**src/rtl/csr_access_master.sv**
```systemverilog
// Initiator for the core CSR bus: runs one abstract read/write/set/clear command
// through a check/read/write sequence against CSR responders and returns one response.
module csr_access_master #(
  parameter int XLEN      = 64,
  parameter bit RO_CHK_EN = 1'b1
) (
  input  logic            clk_free,
  input  logic            rst,
  input  logic            cmd_valid,
  output logic            cmd_ready,
  input  logic [1:0]      cmd_op,
  input  logic [11:0]     cmd_addr,
  input  logic [XLEN-1:0] cmd_wdata,
  output logic            rsp_valid,
  input  logic            rsp_ready,
  output logic [XLEN-1:0] rsp_rdata,
  output logic [1:0]      rsp_err,
  output logic            csr_rd_chk,
  output logic            csr_wr_chk,
  output logic            csr_wr,
  output logic [11:0]     csr_waddr,
  output logic [11:0]     csr_raddr,
  output logic [XLEN-1:0] csr_sdata,
  output logic [XLEN-1:0] csr_cdata,
  input  logic [XLEN-1:0] csr_rdata,
  input  logic            csr_hit,
  input  logic            csr_ill
);

  typedef enum logic [1:0] {
    ST_IDLE = 2'd0,
    ST_CHK  = 2'd1,
    ST_WR   = 2'd2,
    ST_RSP  = 2'd3
  } state_t;

  localparam logic [1:0] OP_READ  = 2'b00;
  localparam logic [1:0] OP_WRITE = 2'b01;
  localparam logic [1:0] OP_SET   = 2'b10;

  localparam logic [1:0] ERR_OK    = 2'b00;
  localparam logic [1:0] ERR_ILL   = 2'b01;
  localparam logic [1:0] ERR_RO    = 2'b10;
  localparam logic [1:0] ERR_NOHIT = 2'b11;

  state_t          state_q, state_d;
  logic [1:0]      op_q, op_d;
  logic [11:0]     addr_q, addr_d;
  logic [XLEN-1:0] wdata_q, wdata_d;
  logic [XLEN-1:0] rdata_q, rdata_d;
  logic [1:0]      err_q, err_d;

  logic            ro_write;
  logic [1:0]      chk_err;

  assign ro_write = (op_q != OP_READ) && RO_CHK_EN && (addr_q[11:10] == 2'b11);

  // Illegal beats read-only, which beats a missing responder.
  always_comb begin
    chk_err = ERR_OK;
    if (csr_ill) begin
      chk_err = ERR_ILL;
    end else if (ro_write) begin
      chk_err = ERR_RO;
    end else if (!csr_hit) begin
      chk_err = ERR_NOHIT;
    end
  end

  always_ff @(posedge clk_free) begin
    if (rst) begin
      state_q <= ST_IDLE;
      op_q    <= OP_READ;
      addr_q  <= '0;
      wdata_q <= '0;
      rdata_q <= '0;
      err_q   <= ERR_OK;
    end else begin
      state_q <= state_d;
      op_q    <= op_d;
      addr_q  <= addr_d;
      wdata_q <= wdata_d;
      rdata_q <= rdata_d;
      err_q   <= err_d;
    end
  end

  always_comb begin
    state_d    = state_q;
    op_d       = op_q;
    addr_d     = addr_q;
    wdata_d    = wdata_q;
    rdata_d    = rdata_q;
    err_d      = err_q;
    cmd_ready  = 1'b0;
    rsp_valid  = 1'b0;
    rsp_rdata  = '0;
    rsp_err    = ERR_OK;
    csr_rd_chk = 1'b0;
    csr_wr_chk = 1'b0;
    csr_wr     = 1'b0;
    csr_waddr  = '0;
    csr_raddr  = '0;
    csr_sdata  = '0;
    csr_cdata  = '0;

    unique case (state_q)
      ST_IDLE: begin
        cmd_ready = 1'b1;
        if (cmd_valid) begin
          op_d    = cmd_op;
          addr_d  = cmd_addr;
          wdata_d = cmd_wdata;
          state_d = ST_CHK;
        end
      end
      ST_CHK: begin
        csr_raddr  = addr_q;
        csr_waddr  = addr_q;
        csr_rd_chk = 1'b1;
        csr_wr_chk = (op_q != OP_READ);
        err_d      = chk_err;
        rdata_d    = (chk_err == ERR_OK) ? csr_rdata : '0;
        state_d    = ((chk_err != ERR_OK) || (op_q == OP_READ)) ? ST_RSP : ST_WR;
      end
      ST_WR: begin
        // Reset must suppress the strobe within the same cycle.
        csr_wr    = ~rst;
        csr_waddr = addr_q;
        if (op_q == OP_WRITE) begin
          csr_sdata = wdata_q;
          csr_cdata = ~wdata_q;
        end else if (op_q == OP_SET) begin
          csr_sdata = wdata_q;
        end else begin
          csr_cdata = wdata_q;
        end
        state_d = ST_RSP;
      end
      ST_RSP: begin
        rsp_valid = 1'b1;
        rsp_rdata = rdata_q;
        rsp_err   = err_q;
        if (rsp_ready) begin
          state_d = ST_IDLE;
        end
      end
      default: state_d = ST_IDLE;
    endcase
  end

endmodule

```
**config.mk**
```make
export PLATFORM = sky130hd
export DESIGN_NAME = csr_access_master
export DESIGN_NICKNAME = d
export VERILOG_FILES = /design/src/rtl/csr_access_master.sv
export SDC_FILE = /design/constraint.sdc
export NUM_CORES = 1
export LEC_CHECK = 0
export CORE_MARGIN = 8
export CORE_UTILIZATION = 45
export DETAILED_ROUTE_END_ITERATION = 6
export MAX_ROUTING_LAYER = met4
export PLACE_DENSITY = 0.95
export SYNTH_ARGS = -nofsm -noshare
export SYNTH_HDL_FRONTEND = slang
export SYNTH_SLANG_ARGS = --single-unit
```
**constraint.sdc**
```tcl
create_clock -name clk_free -period 5.15 [get_ports clk_free]
set_clock_uncertainty 0.1 [all_clocks]
set_input_delay 1.545 -clock clk_free [delete_from_list [all_inputs] [get_ports clk_free]]
set_output_delay 1.545 -clock clk_free [all_outputs]
set_load 0.05 [all_outputs]
```
==> run_results.csv <==
group,metric,value,unit
synthesis,synth_seq_cells,146,
drt,vias_per_cell,5.27,
drt,num_vias,8623,
synthesis,syn_area,7950,um^2
drt,wl_per_cell,18.4,um
synthesis,synth_warnings,0,
drt,dr.pass1.iters,6,
power,power_density,361,nW/um^2
floorplanning,ioPinCount,371,
floorplanning,initial_core_util,45.9,%
finish,final_cell_mix,"305 x clkdlybuf4s50_1, 218 x and2_1, 181 x nand2_1",
drt,postRouteAntennaNets,0,
timing,worst_slew_pin_slew,1040,ps
finish,fillers,1182,
power,power,4.63,mW
placed_design,dp_hpwl,22.0,mm
cts,insertion_delay,410,ps
synthesis,avgSynthCellArea,7.27,um^2
timing,fin_setup_tns,0,ps
placed_design,dp_slack,814,ps
floorplanning,core,17300,um^2
cts,cts_resized,0,
drt,drt-total-wl,30.0,mm
global_route,grt_pass1_vias,8465,
placed_design,gp_congestion,0.881,
cts,cts_setup_buffers,0,
timing,slew_violations,0,
finish,nets,1549,
cts,cts-root-buf,"clkbuf_16",
timing,final-hold-violation-count,0,
critical_path,critPathMaxFanout,38,
status,status,"finished clean",
global_route,overflow,0,
power,p_leak,4.57,nW
synthesis,syn_inst,1093,
cts,holdBufCountCts,0,
finish,post-route-cell-area,12800,um^2
power,p_sw,1.93,mW
power,seqPwrFrac,32.1,%
timing,fin_ws,473,ps
global_route,grt_max_degree,94,
power,p_clk_share,24.9,%
floorplanning,rows,48,
critical_path,worst-r2r-setup-slack,2670,ps
floorplanning,die_x,149,um
synthesis,netlist.top_cell.by_area,"dfxtp_1",
drt,drc_errors,0,
timing,slew_headroom,30.8,%
synthesis,postSynthNetCount,1245,
synthesis,synthTopCellsByArea,"dfxtp_1 37%, and2_1 17%, a21oi_1 9.1%",
critical_path,cp_slowest_cell,"clkdlybuf4s50_1",
finish,mostFrequentLayoutCell,"clkdlybuf4s50_1",
global_route,track_usage,26.6,%
synthesis,ys_seq_area_share,36.8,%
finish,antenna_cells,0,
power,power_switching_share,41.6,%
timing,period_share,90.8,%
power,comb_power_share,43.0,%
flow_run,cap_violations,0,
min_path,hp-class,"register to register",
power,ir_worst_vdd,0.000233,V
placed_design,io_buffers,370,
critical_path,crit_chain,"nand2b_1 -> o21ai_0 -> and2_1 -> clkdlybuf4s50_1",
critical_path,cp-end-kind,"primary output",
finish,synthToLayoutAreaGrowth,61.6,%
timing,fmax,214,MHz
synthesis,yosysUniqueCellTypes,25,
global_route,grt_pass1_wl,45.5,mm
cts,path_clk_slew,60,ps
finish,drive_gt1_share,8.44,%
floorplanning,dieArea,22200,um^2
floorplanning,die_h,149,um
cts,clock-sinks,146,
global_route,antenna_found_initial,0,
drt,first_iter_violations,492,
timing,rsz0062_at_grt,"no",
timing,setup_violations,0,
critical_path,critPathRequiredTime,3510,ps
critical_path,worst_setup_path_start_kind,"register",
cts,cts_tree,"yes",
critical_path,worst-setup-path-type,"register to primary output",
synthesis,yosysTopAreaCellShare,36.8,%
cts,h-tree-depth,4,
power,p_int,2.70,mW
cts,cts_made_buffers,17,
critical_path,worstPathArrival,3030,ps
timing,timing.hold.ws,367,ps
placed_design,place_area,12300,um^2
critical_path,critPathMaxStageDelay,800,ps
timing,period_minus_slack,4680,ps
cts,clk_path_buf_depth,2,
## synth_stat cells
| cell | n |
|---|---|
| a2111oi_0 | 1 |
| a21oi_1 | 145 |
| a41o_1 | 1 |
| and2_1 | 219 |
| buf_1 | 11 |
| buf_2 | 9 |
| buf_4 | 10 |
| clkbuf_1 | 69 |
| dfxtp_1 | 146 |
| ha_1 | 4 |
| inv_1 | 5 |
| mux2i_1 | 1 |
| nand2_1 | 182 |
| nand2b_1 | 67 |
| nand3_1 | 103 |
| nor2_1 | 3 |
| nor2_8 | 1 |
| nor2b_1 | 4 |
| nor3_1 | 1 |
| o211a_4 | 1 |
| o21a_1 | 1 |
| o21ai_0 | 68 |
| or3_1 | 1 |
| xnor2_1 | 39 |
| xnor2_2 | 1 |
## final cells by class
class | count | area [um^2] | area share [%]
well taps | 225 | 282 | 2.19
multi-input cells | 843 | 4610 | 35.9
clock buffers | 19 | 433 | 3.37
flip-flops and latches | 146 | 2930 | 22.8
clock inverters | 13 | 113 | 0.877
repair buffers | 384 | 4460 | 34.7
inverters | 5 | 18.8 | 0.146
## power groups by stage
stage          Combinational [mW]  Sequential (mW)  Clock (mW)
2_1_floorplan                1.40             1.42           0
3_3_place_gp                 1.95             1.49           0
3_5_place_dp                 2.00             1.51           0
4_1_cts                      2.00             1.48        1.17
5_1_grt                      2.16             1.51        1.22
6_report                     1.99             1.49        1.15
## cell families (layout without fill, tap and decap cells)
family / Yosys count / in the layout / share of synthesized area (%)
XOR/XNOR: 40 / 40 / 4.50
AO/OA/AOI/OAI: 217 / 217 / 14.0
flip-flops: 146 / 146 / 36.8
buffers and inverters: 104 / 421 / 5.53
multiplexers: 1 / 1 / 0.126
adder cells (fa/ha/maj): 4 / 4 / 0.630
AND/OR/NAND/NOR: 581 / 581 / 38.5
## path summary, 6_finish.rpt
path / startpoint / to / cells past startpoint
setup / recovery: op_q[0]$_SDFFE_PP0P_ / csr_cdata[49] / 4
hold / removal: rdata_q[35]$_SDFFE_PP0P_ / rdata_q[35]$_SDFFE_PP0P_ / 2
setup reg to reg: op_q[1]$_SDFFE_PP0P_ / rdata_q[17]$_SDFFE_PP0P_ / 5
hold reg to reg: rdata_q[35]$_SDFFE_PP0P_ / rdata_q[35]$_SDFFE_PP0P_ / 2
## per-stage QoR
step                util, %  instances
floorplan                 -       1093
global placement       71.1       1603
detailed placement     71.1       1603
CTS                    74.2       1635
global route           74.2       1635
finish                 74.2       1635
## flip-flops by register name (all words and copies together) (netlist names)
register	cells
wdata_q	64
addr_q	12
op_q	2
state_q	2
rdata_q	64
err_q	2
## routing by layer
metal | GRT usage, % | up-vias | part of all wire (%) | routed length, um
li1 | - | 4142 | - | -
met1 | 27.8 | 4032 | 37 | 11000
met2 | 45.8 | 389 | 51 | 15200
met3 | 8.53 | 60 | 9.5 | 2860
met4 | 10.7 | 0 | 3.3 | 989
met5 | - | - | 0 | 0
## worst max-delay path: cells and delay by family (launching register included)
kind	cells	cell delay, ps
buffers and inverters	1	800
AOI/OAI and AO/OA	1	390
and+or+nand+nor	2	730
DFF	1	680
No activity file was read; power rests on OpenSTA's default activity.
